[src/rtl/reg_file_param_pkg.sv]
// rtl/reg_file_param_pkg.sv - shared types and defaults for the parametrised register file
package regfile_pkg;

    // Sweep-clear engine states
    typedef enum logic [0:0] {
        ST_IDLE  = 1'b0,
        ST_SWEEP = 1'b1
    } clr_state_e;

    // Default geometry of the register file
    localparam int DEF_DATA_W = 8;
    localparam int DEF_DEPTH  = 8;

    // True when an address selects the hardwired zero entry
    function automatic logic is_zero_hit(input int zero_reg, input logic [31:0] addr);
        return (zero_reg != 0) && (addr == 32'd0);
    endfunction

endpackage

[src/rtl/reg_file_param_if.sv]
// rtl/reg_file_param_if.sv - write/read/clear bus of the register file
interface reg_file_param_if #(
    parameter int DATA_W = 8,
    parameter int ADDR_W = 3
);
    logic              WRITE;
    logic [ADDR_W-1:0] INADDR;
    logic [DATA_W-1:0] IN;
    logic [ADDR_W-1:0] OUT1ADDR;
    logic [ADDR_W-1:0] OUT2ADDR;
    logic [DATA_W-1:0] OUT1;
    logic [DATA_W-1:0] OUT2;
    logic              CLEAR;
    logic              BUSY;
    logic              WR_DROP;

    // Datapath side: drives writes, read addresses and clear requests
    modport master (
        output WRITE, INADDR, IN, OUT1ADDR, OUT2ADDR, CLEAR,
        input  OUT1, OUT2, BUSY, WR_DROP
    );

    // Register file side
    modport slave (
        input  WRITE, INADDR, IN, OUT1ADDR, OUT2ADDR, CLEAR,
        output OUT1, OUT2, BUSY, WR_DROP
    );
endinterface

[src/rtl/reg_file_param_clear_fsm.sv]
// rtl/reg_file_param_clear_fsm.sv - sweep-clear engine: walks every entry once, one per cycle
module reg_file_clear_fsm
    import regfile_pkg::*;
#(
    parameter int DEPTH  = DEF_DEPTH,
    parameter int ADDR_W = $clog2(DEPTH)
) (
    input  logic              CLK,
    input  logic              RESET,
    input  logic              clear_i,
    output logic              busy_o,
    output logic              clr_en_o,
    output logic [ADDR_W-1:0] clr_addr_o
);

    localparam logic [ADDR_W-1:0] LAST_ADDR = ADDR_W'(DEPTH - 1);

    clr_state_e        state_q, state_d;
    logic [ADDR_W-1:0] ptr_q, ptr_d;

    // State and sweep pointer registers
    always_ff @(posedge CLK or negedge RESET) begin
        if (!RESET) begin
            state_q <= ST_IDLE;
            ptr_q   <= '0;
        end else begin
            state_q <= state_d;
            ptr_q   <= ptr_d;
        end
    end

    // Next state: a clear request only starts a sweep from IDLE, so re-requests are ignored
    always_comb begin
        state_d = state_q;
        ptr_d   = ptr_q;
        case (state_q)
            ST_IDLE: begin
                if (clear_i) begin
                    state_d = ST_SWEEP;
                    ptr_d   = '0;
                end
            end
            ST_SWEEP: begin
                if (ptr_q == LAST_ADDR) begin
                    state_d = ST_IDLE;
                    ptr_d   = '0;
                end else begin
                    ptr_d = ptr_q + ADDR_W'(1);
                end
            end
            default: begin
                state_d = ST_IDLE;
                ptr_d   = '0;
            end
        endcase
    end

    // Outputs: every SWEEP cycle clears the entry under the pointer
    always_comb begin
        busy_o     = (state_q == ST_SWEEP);
        clr_en_o   = (state_q == ST_SWEEP);
        clr_addr_o = ptr_q;
    end

endmodule

[src/rtl/reg_file_param.sv]
// rtl/reg_file_param.sv - two-read-port register file with zero register, bypass and sweep clear
module reg_file_param
    import regfile_pkg::*;
#(
    parameter int DATA_W   = DEF_DATA_W,
    parameter int DEPTH    = DEF_DEPTH,
    parameter int ADDR_W   = $clog2(DEPTH),
    parameter int ZERO_REG = 0,
    parameter int BYPASS   = 1
) (
    input  logic            CLK,
    input  logic            RESET,
    reg_file_param_if.slave bus
);

    logic [DATA_W-1:0] mem_q [DEPTH];
    logic              wr_drop_q, wr_drop_d;
    logic              busy;
    logic              clr_en;
    logic [ADDR_W-1:0] clr_addr;
    logic              zero_hit;
    logic              wr_ok;
    logic [DATA_W-1:0] out1_d, out2_d;

    reg_file_clear_fsm #(
        .DEPTH  (DEPTH),
        .ADDR_W (ADDR_W)
    ) u_clear_fsm (
        .CLK        (CLK),
        .RESET      (RESET),
        .clear_i    (bus.CLEAR),
        .busy_o     (busy),
        .clr_en_o   (clr_en),
        .clr_addr_o (clr_addr)
    );

    // Write qualification: a busy sweep or the hardwired zero entry swallows the write
    always_comb begin
        zero_hit  = is_zero_hit(ZERO_REG, 32'(bus.INADDR));
        wr_ok     = bus.WRITE && !busy && !zero_hit;
        wr_drop_d = bus.WRITE && !wr_ok;
    end

    // Storage array; reset beats the sweep, which beats a normal write
    always_ff @(posedge CLK or negedge RESET) begin
        if (!RESET) begin
            for (int i = 0; i < DEPTH; i++) begin
                mem_q[i] <= '0;
            end
        end else if (clr_en) begin
            mem_q[clr_addr] <= '0;
        end else if (wr_ok) begin
            mem_q[bus.INADDR] <= bus.IN;
        end
    end

    // Dropped-write flag, high for exactly the cycle after the discarded write
    always_ff @(posedge CLK or negedge RESET) begin
        if (!RESET) begin
            wr_drop_q <= 1'b0;
        end else begin
            wr_drop_q <= wr_drop_d;
        end
    end

    // Read port 1: zero entry, then bypass of an accepted write, then stored contents
    always_comb begin
        out1_d = mem_q[bus.OUT1ADDR];
        if (is_zero_hit(ZERO_REG, 32'(bus.OUT1ADDR))) begin
            out1_d = '0;
        end else if ((BYPASS != 0) && wr_ok && (bus.OUT1ADDR == bus.INADDR)) begin
            out1_d = bus.IN;
        end
    end

    // Read port 2: same priority as port 1, evaluated independently
    always_comb begin
        out2_d = mem_q[bus.OUT2ADDR];
        if (is_zero_hit(ZERO_REG, 32'(bus.OUT2ADDR))) begin
            out2_d = '0;
        end else if ((BYPASS != 0) && wr_ok && (bus.OUT2ADDR == bus.INADDR)) begin
            out2_d = bus.IN;
        end
    end

    // Drive the bus outputs
    always_comb begin
        bus.OUT1    = out1_d;
        bus.OUT2    = out2_d;
        bus.BUSY    = busy;
        bus.WR_DROP = wr_drop_q;
    end

endmodule

[src/flat_wrapper.sv]
// flat-port wrapper written by rule: the top's interface ports become plain ports
module reg_file_param_flat import regfile_pkg::*;
#(
    parameter int DATA_W   = DEF_DATA_W,
    parameter int DEPTH    = DEF_DEPTH,
    parameter int ADDR_W   = $clog2(DEPTH),
    parameter int ZERO_REG = 0,
    parameter int BYPASS   = 1
)
  (CLK, RESET, bus_WRITE, bus_INADDR, bus_IN, bus_OUT1ADDR, bus_OUT2ADDR, bus_CLEAR, bus_OUT1, bus_OUT2, bus_BUSY, bus_WR_DROP);
  reg_file_param_if #(.DATA_W(DATA_W), .ADDR_W(ADDR_W)) bus_i ();
  input  logic CLK;
  input  logic RESET;
  input wire logic [$bits(bus_i.WRITE)-1:0] bus_WRITE;
  input wire logic [$bits(bus_i.INADDR)-1:0] bus_INADDR;
  input wire logic [$bits(bus_i.IN)-1:0] bus_IN;
  input wire logic [$bits(bus_i.OUT1ADDR)-1:0] bus_OUT1ADDR;
  input wire logic [$bits(bus_i.OUT2ADDR)-1:0] bus_OUT2ADDR;
  input wire logic [$bits(bus_i.CLEAR)-1:0] bus_CLEAR;
  output wire logic [$bits(bus_i.OUT1)-1:0] bus_OUT1;
  output wire logic [$bits(bus_i.OUT2)-1:0] bus_OUT2;
  output wire logic [$bits(bus_i.BUSY)-1:0] bus_BUSY;
  output wire logic [$bits(bus_i.WR_DROP)-1:0] bus_WR_DROP;
  assign bus_i.WRITE = bus_WRITE;
  assign bus_i.INADDR = bus_INADDR;
  assign bus_i.IN = bus_IN;
  assign bus_i.OUT1ADDR = bus_OUT1ADDR;
  assign bus_i.OUT2ADDR = bus_OUT2ADDR;
  assign bus_i.CLEAR = bus_CLEAR;
  assign bus_OUT1 = bus_i.OUT1;
  assign bus_OUT2 = bus_i.OUT2;
  assign bus_BUSY = bus_i.BUSY;
  assign bus_WR_DROP = bus_i.WR_DROP;
  reg_file_param #(.DATA_W(DATA_W), .DEPTH(DEPTH), .ADDR_W(ADDR_W), .ZERO_REG(ZERO_REG), .BYPASS(BYPASS)) u_core (.CLK(CLK), .RESET(RESET), .bus(bus_i));
endmodule
[config.mk]
export PLATFORM = sky130hd
export DESIGN_NAME = reg_file_param_flat
export DESIGN_NICKNAME = d
export VERILOG_FILES = /design/src/rtl/reg_file_param_pkg.sv /design/src/rtl/reg_file_param_if.sv /design/src/rtl/reg_file_param_clear_fsm.sv /design/src/rtl/reg_file_param.sv /design/src/flat_wrapper.sv
export SDC_FILE = /design/constraint.sdc
export NUM_CORES = 1
export LEC_CHECK = 0
export BUFFER_PORTS_ARGS = -buffer_cell sky130_fd_sc_hd__buf_4
export CAP_MARGIN = 20
export CORE_UTILIZATION = 50
export CTS_CLUSTER_DIAMETER = 40
export DETAILED_ROUTE_END_ITERATION = 12
export HOLD_SLACK_MARGIN = 0.05
export PLACE_DENSITY = 0.74
export SLEW_MARGIN = 0
export SYNTH_ARGS = -nofsm -noshare
export SYNTH_HDL_FRONTEND = slang
export SYNTH_SLANG_ARGS = --single-unit
[constraint.sdc]
create_clock -name CLK -period 1.7 [get_ports CLK]
set_input_delay 0.085 -clock CLK [delete_from_list [all_inputs] [get_ports CLK]]
set_output_delay 0.085 -clock CLK [all_outputs]
set_load 0.03 [all_outputs]
Yosys cells after proc, flatten, opt, wreduce, memory -nomap -nowiden
Index checks and enable logic that the tools add are counted.
{ "word_totals": {"reg_bits": 69, "inputBits": 21, "out_inout_bits": 18} }
{ "classes": {"order_cmp": 6, "mux": 21, "bitwise": 7, "n_addsub": 1, "n_reduce_logical": 9, "n_eq_ne": 4} }
{ "op_table": {"columns": ["cell", "n"], "rows": [
  ["$mux 64", 2],
  ["$and 64x64->64", 1],
  ["$bwmux 64", 1],
  ["$mux 8", 8],
  ["$not 64->64", 1],
  ["$bmux 8 s3", 2],
  ["$demux 8 s3", 2],
  ["$ge 4x4->1 const B", 4],
  ["$not 3->4", 4],
  ["$lt 4x1->1 const B", 2],
  ["$eq 3x3->1", 2],
  ["$logic_and 1x1->1", 6],
  ["$mux 3", 2],
  ["$pmux 3 s2", 1],
  ["$add 3x1->3 const B", 1],
  ["$eq 3x3->1 const B", 1],
  ["$logic_not 1->1", 2],
  ["$mux 1", 2],
  ["$ne 2x2->1 const B", 1],
  ["$pmux 1 s2", 1],
  ["$reduce_bool 2->1", 1],
  ["$not 1->1", 1]
]} }

Logic depth before layout (Yosys ltp)
Gate-level depths: netlist (run 1).
{ "depth": {"ltp_word": 8, "depth_mapped": 5, "mapped_depth_nobuf": 4} }

Hierarchy
A second synthesis (run 1) with hierarchy kept.
{ "hier_totals": {"hier_cells": 278, "hier_area_um2": 4077.7} }
{ "by_module_without_submodules": {"columns": ["mod", "cells_each", "area_each_um2", "seq_area_each_um2", "n_inst"], "rows": [
  ["reg_file_param", 262, 3881.2, 1626.6, 1],
  ["reg_file_clear_fsm", 16, 196.4, 100.1, 1]
]} }

Worst setup path before layout (run 1)
Ideal clock, no wire load.
{ "synth_path": {"path_kind": "reg-to-reg", "start": "reg u_core.u_clear_fsm.state_q (netlist: u_core.u_clear_fsm.busy_o)", "end": "reg u_core.mem_q[48] in the netlist's numbering", "path_slack_ns": 0.016, "synth_period_minus_slack_ns": 1.684, "arrival_time_ns": 1.616, "path_stages_with_launch": 5, "required_time_ns": 1.633, "path_cell_list": "dfrtp_1 -> clkbuf_1 -> nand3b_1 -> nor3_1 -> a22o_1"} }
{ "synth_via": {"elab_chain_len": 3, "elab_cells_between_ends": 4, "cone_classes": "1 x mux; 3 x reduce/logical"} }
{ "synth_lines": {"columns": ["element", "line_no", "source"], "rows": [
  ["start, declared", "reg_file_param_clear_fsm.sv:18", "clr_state_e state_q, state_d;"],
  ["start signal, assigned", "reg_file_param_clear_fsm.sv:27", "state_q <= state_d;"],
  ["$logic_not 1->1", "reg_file_param.sv:40", "wr_ok = bus.WRITE && !busy && !zero_hit;"],
  ["$logic_and 1x1->1", "reg_file_param.sv:40", null],
  ["$reduce_bool 2->1 (no source line)", null, null],
  ["end signal, assigned by index", "reg_file_param.sv:53", "mem_q[bus.INADDR] <= bus.IN;"],
  ["end, declared", "reg_file_param.sv:16", "logic [DATA_W-1:0] mem_q [DEPTH];"]
]} }
Several ways; a longest one is shown, not always the timed one.
A chain may end at the register's enable or synchronous reset.

Final worst setup path (run 1)
{ "layout_path": {"start": "reg u_core.mem_q[37] in the netlist's numbering", "end": "out bus_OUT1[5]"} }
{ "layout_via": {"elab_chain_len": 4} }
{ "layout_lines": {"columns": ["element", "line_no", "source"], "rows": [
  ["$bmux 8 s3", "reg_file_param.sv:68", "out1_d = mem_q[bus.OUT1ADDR];"],
  ["$mux 8 (implied by the code) (2 in a row)", "reg_file_param.sv:68", null],
  ["$mux 8", "reg_file_param.sv:71", "end else if ((BYPASS != 0) && wr_ok && (bus.OUT1ADDR == bus.INADDR)) begin"],
  ["end, declared", "flat_wrapper.sv:20", "output wire logic [$bits(bus_i.OUT1)-1:0] bus_OUT1;"]
]} }
No other way between the ends. The select of a mux whose other input is x is not followed.

==> metrics.txt, run 1 <==
Post-Place Cells=~420; most common cell after layout, fill and taps aside=dfrtp_1; clock slew at reported path FFs=0.08 ns; Seq pwr share=35.8%; RSZ-0062 raised after global routing=yes; Synth Register Bits=between 60 and 70; sequential fraction of the synthesis area=42.8%; share of post-route cells with drive strength above 1=50.3%; switching pwr=2.34 mW; grt total ovfl=0; Power Dens Cells=1370 nW/um2; reg-to-reg slack, setup=0.08 ns; vias in the first global route=3146; Synth top area share=42.8%; initial antenna violation count=0; critical-path cell list=mux4_2, mux2_2, mux2_4, buf_6; Synth Warn #=0; diodes inserted=0; drt drc=0; XOR/XNOR Fraction of Synth Area=between 1 and 1.5%; Num CTS Buffers=9; Max Cap Violations=0; mux cell area share after synthesis=30.0%; main combinational cell family by area after synthesis=multiplexers; die footprint=8430 um2; worst path required time=1.62 ns; Core Region=7770 um2; syn_area_per_cell=14.7 um2; CTS tree=done; Largest stage delay, worst path=0.52 ns; post-DP HPWL=~7400 um; Max H-tree Level=3; placed cell area=4540 um2; Synth Area in Adders=less than 1%; relative slew slack=63.0%; skew final=0.00648 ns; most frequent cells in the layout=69 x dfrtp_1, 66 x buf_4, 64 x a22o_1; Peak VDD IR=0.650 mV; slowest CP cell=mux4_2; Leak=2.43 nW; antenna viol nets, final=0; ys flop type=dfrtp_1; CTS sink count=69; CP top delay family=multiplexers; Die Wd=just over 90 um; Unique masters post-synth=35; Tmin final=slightly above 2 ns; fin crit share=121%; Clock Latency Late Sink=~0.35 ns; clock share of power=25.3%; final instance area=5130 um2; TritonRoute pass-1 iters=6; Vias=3082; cell internal pwr=4.68 mW; Hold Crit Class=in -> reg; Avg WL per Cell=24.0 um; Synth area leaders=dfrtp_1 43%, a22o_1 14%, mux4_1 12%, mux4_2 7.8%, mux2_4 5.2%; die height=around 92 um; clock root cell=clkbuf_8; Cells after Synth=275; WL final=11100 um; first-pass GRT wire length=17300 um; combinational cell fraction of total power=38.9%; fill count=between 500 and 600; largest net degree at the start of global routing=34; maximum operating frequency=487 MHz; std cell rows=32; vias per inst=6.67; switching share of power=around a third; CTS Buffer Depth=2; nets=378; Place WS=-0.101 ns; WS Path Type=reg -> out; area growth from synthesis to layout=27.1%; Setup violations, final=16; Initial Util=approximately 52%; endpoint type of the worst setup path=output port; final-report max-slew violation count=0; global placement routability congestion=0.830; startpoint types=flip-flop; mapped cell area=4040 um2; Post-synth EDFFs=0; ys async rst share=100%; Tightest Pin Transition=0.555 ns; initial detailed-routing violation count=between 200 and 250; status=finished with violations; Yosys top cell by area=dfrtp_1; IO buf count=38; simple-gate area share of the yosys netlist=5.77%; Total Routing Usage GR=around 28%; Worst EP arrival=about 2.0 ns; Buf+Inv Stages, Crit Path=1; final hold violations=0; failing checks=setup timing; compound-cell area share of the yosys netlist=15.5%; I/O pins=39; syn_nets=298; CP Max Fanout=3; final cell count without fillers=462; Final Worst Setup Slack=-0.355 ns
-- Yosys cell counts (2+ instances only) --
cell type and count:
a21oi_1 7, a22o_1 64, a32oi_1 2, and2_1 2
and4b_1 3, buf_1 8, buf_12 2, buf_2 4
buf_6 2, buf_8 2, clkbuf_1 4, dfrtp_1 69
ha_1 2, mux2_2 18, mux2_4 14, mux4_1 18
mux4_2 14, nand2_1 3, nand2b_1 4, nand4_2 2
nor2_1 9, nor2b_1 3, nor4bb_1 2, xnor2_1 6
-- worst reg2reg max path: cells and delay by family, from the launching register on --
| kind | cells | cell delay, ns |
|---|---|---|
| AND/OR/NAND/NOR | 1 | 0.32 |
| flip-flops | 1 | 0.49 |
| buffers and inverters | 1 | 0.20 |
| AO/OA/AOI/OAI | 2 | 0.50 |
-- power groups by stage --
stage | Clock (mW) | Sequential (mW) | Combinational (mW)
5_1_grt | 1.85 | 2.56 | 2.89
3_5_place_dp | 0 | 2.49 | 2.27
2_1_floorplan | 0 | 2.36 | 1.61
3_3_place_gp | 0 | 2.45 | 2.20
4_1_cts | 1.78 | 2.47 | 2.57
6_report | 1.77 | 2.51 | 2.73
-- sequential cells by signal, indices dropped and copies added (netlist names) --
name / cells
u_core.mem_q: 64
u_core.u_clear_fsm.busy_o: 1
u_core.u_clear_fsm.clr_addr_o: 3
u_core.bus.WR_DROP: 1
-- cells by family (layout without fill, tap and decap cells) --
group | Yosys count | in the layout
mux | 65 | 65
xor+xnor | 6 | 6
compound gates | 75 | 75
flops | 69 | 69
fa+ha+maj | 2 | 2
buf+inv | 23 | 108
simple gates | 35 | 35
-- timing repair --
item	4_1_cts	5_1_grt
buffers inserted	17	10
hold endpoints to repair	74	0
gates resized for setup	49	10
pin swaps	0	0
setup endpoints to repair	80	48
hold buffers	3	0
-- final cells by class --
class,instances,area (um2),area share [%]
clock buffer,10,128,2.49
clock inverter,6,135,2.63
inverter,1,3.75,0.0732
multi-input combinational,183,2180,42.5
sequential,69,1730,33.7
tap,102,128,2.49
timing repair buffer,91,826,16.1
-- worst paths after layout --
kind,to,cells past startpoint,from
worst max-delay path,bus_OUT1[5],4,u_core.mem_q[37]
worst min-delay path,u_core.mem_q[0],2,bus_IN[0]
worst max register to register,u_core.mem_q[24],4,u_core.u_clear_fsm.busy_o
worst min register to register,u_core.mem_q[2],1,u_core.mem_q[2]
max in group asynchronous,u_core.mem_q[50],3,RESET
min in group asynchronous,u_core.mem_q[4],2,RESET
-- per-layer routing --
metal  GRT usage (%)  vias to the layer above  part of all wire [%]
met5               0                        -                     0
met3            6.14                       32                   7.5
met1            38.4                     1608                    41
li1                -                     1271                     -
met4            13.4                        0                   2.7
met2            42.0                      171                    49
-- through the flow --
| step | total power [mW] | setup TNS [ns] | utilization (%) | hold WS [ns] |
|---|---|---|---|---|
| floorplan | 3.98 | 0 | - | -0.211 |
| global placement | 4.65 | -0.906 | 58.4 | -0.0179 |
| detailed placement | 4.76 | -3.44 | 58.4 | -0.0195 |
| CTS | 6.82 | -5.06 | 64.6 | 0.0533 |
| global route | 7.29 | -5.75 | 66.0 | 0.0708 |
| finish | 7.01 | -5.21 | 66.0 | 0.0646 |
Note: power is estimated with default switching activity, not from simulation.
==> run 2: changes to the inputs <==
Settings changed: CTS_CLUSTER_SIZE set to 10, PLACE_DENSITY 0.74 to 0.75.
==> metrics.txt, run 2 (synthesis results as in run 1) <==
status=finished with violations; failing checks=setup timing; diodes inserted=0; Num CTS Buffers=9; Largest stage delay, worst path=0.50 ns; nets=384; max reg flops=64; Overall Power=6.85 mW; Worst EP arrival=about 2 ns; Max H-tree Level=3; global placement routability congestion=0.801; post-DP HPWL=7260 um; DRT met1 WL=approximately 4600 um; R2R Path Start=u_core.u_clear_fsm.busy_o; WL final=11000 um; Total Routing Usage GR=27.4%; Max Cap Violations=0; initial antenna violation count=0; CTS sink count=69; endpoint type of the worst setup path=output port; Tightest Pin Transition=0.575 ns; grt total ovfl=0; vias in the first global route=2973; clock slew at reported path FFs=0.07 ns; Tmin final=2.04 ns; Die Wd=91.8 um; largest register by flop count=u_core.mem_q; share of post-route cells with drive strength above 1=51.6%; Leak=around 2.4 nW; Setup violations, final=19; critical-path cell list=mux4_2, mux2_4, mux2_4, buf_6; Final Worst Setup Slack=-0.341 ns; Hold Crit Class=in -> reg; WS Path Type=reg -> out; die height=91.8 um; fin crit share=120%; hold_sp=bus_IN[6]; skew final=0.00577 ns; TritonRoute pass-1 iters=4; startpoint types=flip-flop; die footprint=8430 um2; initial detailed-routing violation count=260; drt drc=0; IO buf count=38; CTS Buffer Depth=2; antenna viol nets, final=0; final-report max-slew violation count=0; Hold WS=around 0.065 ns; CP Max Fanout=3; largest net degree at the start of global routing=38; Peak VDD IR=0.627 mV; wire length on met3=about 740 um; CP dominant cell by count=mux2_4; area growth from synthesis to layout=27.6%; maximum operating frequency=490 MHz; most frequent cells in the layout=68 x buf_4, 68 x dfrtp_1, 64 x a22o_1; clock root cell=clkbuf_8; Power Dens Cells=between 1000 and 1500 nW/um2; std cell rows=32; highest routed layer=met4; RSZ-0062 raised after global routing=yes; CP Launch Point=u_core.mem_q[7]; met2 WL=5350 um; Core Region=7770 um2; final hold violations=0; Vias=3062; I/O pins=39; first-pass GRT wire length=roughly 17000 um; CTS tree=done; Clock Latency Late Sink=around 0.35 ns; Initial Util=a little over 50%; slowest CP cell=mux4_2; Avg WL per Cell=about 24 um; vias per inst=6.54; relative slew slack=61.7%; worst path required time=1.62 ns
==> run 2: cell count changes in the layout (fill, tap and decap cells not counted), sizes merged <==
cell	before	now
buf	88	93
bufinv	4	2
clkinvlp	2	1
dlygate4sd3	3	4
clkinv	0	3
==> run 2: timing repair <==
action	4_1_cts	5_1_grt
hold buffers	4	0
buffers inserted	17	10
pin swaps	0	5
setup endpoints to repair	63	56
endpoints found under the hold margin	40	0
cloned	0	0
resized for setup	48	19
==> run 2: per-layer routing <==
layer | vias up | track usage [%]
li1 | 1289 | -
met1 | 1599 | 39.5
met2 | 146 | 41.4
met3 | 28 | 4.31
met4 | 0 | 11.8
met5 | - | 0
==> run 2: critical path, delay by kind of cell (launching register included) <==
| family | cells | cell delay, ns |
|---|---|---|
| flip-flops | 1 | 0.42 |
| multiplexers | 3 | 1.05 |
| buffers and inverters | 1 | 0.14 |
==> run 2: layout make-up <==
cell class	instances	area, um2
sequential	69	1730
timing repair buffer	97	876
fill	544	2620
clock buffer	10	138
clock inverter	6	86.3
tap	102	128
multi-input combinational	183	2190
inverter	1	3.75
==> run 2: metrics by stage <==
step / TNS, ns / utilization, % / cells / cell area (um2) / worst slack (ns)
final: -5.16 / 66.3 / 468 / 5150 / -0.341
after global routing: -6.11 / 66.3 / 468 / 5150 / -0.374
after CTS: -4.99 / 64.5 / 458 / 5010 / -0.335
after detailed placement: -1.37 / 58.7 / 421 / 4560 / -0.0788
after global placement: -0.0439 / 58.7 / 421 / 4560 / -0.0198
after floorplan: 0 / - / 275 / 4040 / 0.0164
==> run 2: report_power, final <==
group,internal (mW),leakage [nW],switching [mW]
Sequential,2.07,0.942,0.449
Combinational,1.57,1.38,1.26
Clock,0.863,0.112,0.644
==> run 2: path summary, 6_finish.rpt <==
| check | slack, ns | endpoint | cells after the start |
|---|---|---|---|
| max | -0.34 | bus_OUT1[7] | 4 |
| min | 0.06 | u_core.mem_q[38] | 2 |
| max reg2reg | -0.01 | u_core.mem_q[58] | 6 |
| min reg2reg | 0.53 | u_core.mem_q[55] | 1 |
| max in group asynchronous | 0.92 | u_core.u_clear_fsm.busy_o | 3 |
| min in group asynchronous | 0.21 | u_core.mem_q[3] | 2 |
==> run 3: changes to the inputs <==
==> constraint.sdc (replaced) <==
create_clock -name CLK -period 1.7 [get_ports CLK]
set_input_delay 0.255 -clock CLK [delete_from_list [all_inputs] [get_ports CLK]]
set_output_delay 0.255 -clock CLK [all_outputs]
set_load 0.03 [all_outputs]
==> metrics.txt, run 3 (synthesis results as in run 1) <==
failing checks=setup timing; IO buf count=38; Avg WL per Cell=24.3 um; Largest stage delay, worst path=0.51 ns; area growth from synthesis to layout=34.2%; maximum operating frequency=450 MHz; critical-path cell list=mux4_2, mux2_4, mux2_4, buf_6; startpoint types=flip-flop; skew final=0.00659 ns; Setup violations, final=16; slowest CP cell=mux4_2; most common cell after layout, fill and taps aside=buf_4; Initial Util=51.9%; post-DP HPWL=7840 um; CP top delay family=multiplexers; Overall Power=around 7.4 mW; final-report max-slew violation count=0; die height=91.8 um; Multi-input gate area=2250 um2; Tmin final=roughly 2.2 ns; sequential cell area=1730 um2; nets=409; Leak=2.61 nW; most frequent cells in the layout=100 x buf_4, 69 x dfrtp_1, 64 x a22o_1; global placement routability congestion=0.823; clock slew at reported path FFs=0.08 ns; Place WS=-0.404 ns; WS Path Type=reg -> out; worst path required time=between 1 and 1.5 ns; Peak VDD IR=about 0.65 mV; Core Region=slightly below 8000 um2; vias in the first global route=3318; grt total ovfl=0; Most Used Layer, Global Route=met2; CP Max Fanout=3; Die Wd=~90 um; status=finished with violations; Num CTS Buffers=9; first-pass GRT wire length=19100 um; Max H-tree Level=3; Tightest Pin Transition=0.585 ns; Final Worst Setup Slack=-0.522 ns; CTS sink count=69; Hold Crit Class=in -> reg; met2 Use GR=49.1%; largest register by flop count=u_core.mem_q; CTS tree=done; antenna viol nets, final=0; final hold violations=0; Clock Latency Late Sink=approximately 0.35 ns; WL final=between 10000 and 15000 um; initial antenna violation count=0; Power Dens Cells=1360 nW/um2; share of post-route cells with drive strength above 1=55.8%; met3 Resource Use GR=5.14%; met1 track utilization from global routing=about two fifths; fill count=528; largest net degree at the start of global routing=30; std cell rows=32; relative slew slack=60.5%; Worst EP arrival=1.97 ns; Vias=3264; die footprint=8430 um2; drt drc=0; RSZ-0062 raised after global routing=yes; TritonRoute pass-1 iters=5; CP dominant cell by count=mux2_4; Max Cap Violations=0; Buf+Inv Stages, Crit Path=1; CTS Buffer Depth=2; vias per inst=6.62; diodes inserted=0; I/O pins=39; Total Routing Usage GR=a little under a third; fin crit share=131%; max reg flops=64; endpoint type of the worst setup path=output port; clock root cell=clkbuf_8; initial detailed-routing violation count=427
==> run 3: cell types whose count changed in the layout (fill, tap and decap cells not counted), sizes merged <==
cell | previous run | this run
clkinvlp | 1 | 0
bufinv | 2 | 4
dlygate4sd3 | 4 | 1
clkinv | 3 | 2
buf | 93 | 121
==> run 3: stage by stage <==
step	hold WS [ns]	area, um2	utilization, %	TNS [ns]	instances
2_1_floorplan	-0.0406	4090	-	-1.24	275
3_3_place_gp	0.207	4840	62.3	-7.87	456
3_5_place_dp	0.212	4840	62.3	-10.76	456
4_1_cts	0.0916	5290	68.1	-7.79	486
5_1_grt	0.102	5420	69.7	-8.67	493
6_report	0.106	5420	69.7	-7.91	493
==> run 3: area by class of cell <==
cell class | count | share of cell area (%)
flip-flops and latches | 69 | 31.9
clock inverters | 6 | 2.47
clock buffers | 10 | 2.54
inverters | 1 | 0.0693
well taps | 102 | 2.36
multi-input cells | 183 | 41.6
repair buffers | 122 | 19.1
==> run 3: final timing paths <==
path | from | endpoint | slack, ns | depth (start not counted)
worst max-delay path | u_core.mem_q[2] | bus_OUT1[2] | -0.52 | 4
worst min-delay path | bus_CLEAR | u_core.u_clear_fsm.clr_addr_o[1] | 0.11 | 2
worst max register to register | u_core.u_clear_fsm.busy_o | u_core.mem_q[54] | 0.03 | 5
worst min register to register | u_core.mem_q[4] | u_core.mem_q[4] | 0.53 | 1
max in group asynchronous | RESET | u_core.mem_q[54] | 0.78 | 3
min in group asynchronous | RESET | u_core.mem_q[16] | 0.37 | 2
==> run 3: metal layers <==
metal | vias up | part of all wire [%]
li1 | 1332 | -
met1 | 1693 | 39
met2 | 204 | 49
met3 | 35 | 8.0
met4 | 0 | 3.2
met5 | - | 0
==> run 3: what timing repair did <==
item                       in CTS  in global routing
hold buffers                    1                  0
setup endpoints to repair      80                 42
gates resized for setup        51                 14
hold endpoints to repair       27                  0
buffers inserted               13                  7
==> run 3: power by group <==
| part | internal (mW) | total [mW] | leakage [nW] | switching [mW] |
|---|---|---|---|---|
| Combinational | 1.68 | 3.05 | 1.53 | 1.36 |
| Sequential | 2.06 | 2.49 | 0.942 | 0.425 |
| Clock | 1.16 | 1.81 | 0.136 | 0.651 |
| Total | 4.91 | 7.35 | 2.61 | 2.44 |
==> run 3: worst reg2reg max path, stage by stage, from the launching register on <==
cell and delay [ns]:
dfrtp_1 0.39, buf_4 0.21, nand3b_1 0.41, nor3_2 0.27, buf_6 0.18, a22o_1 0.15
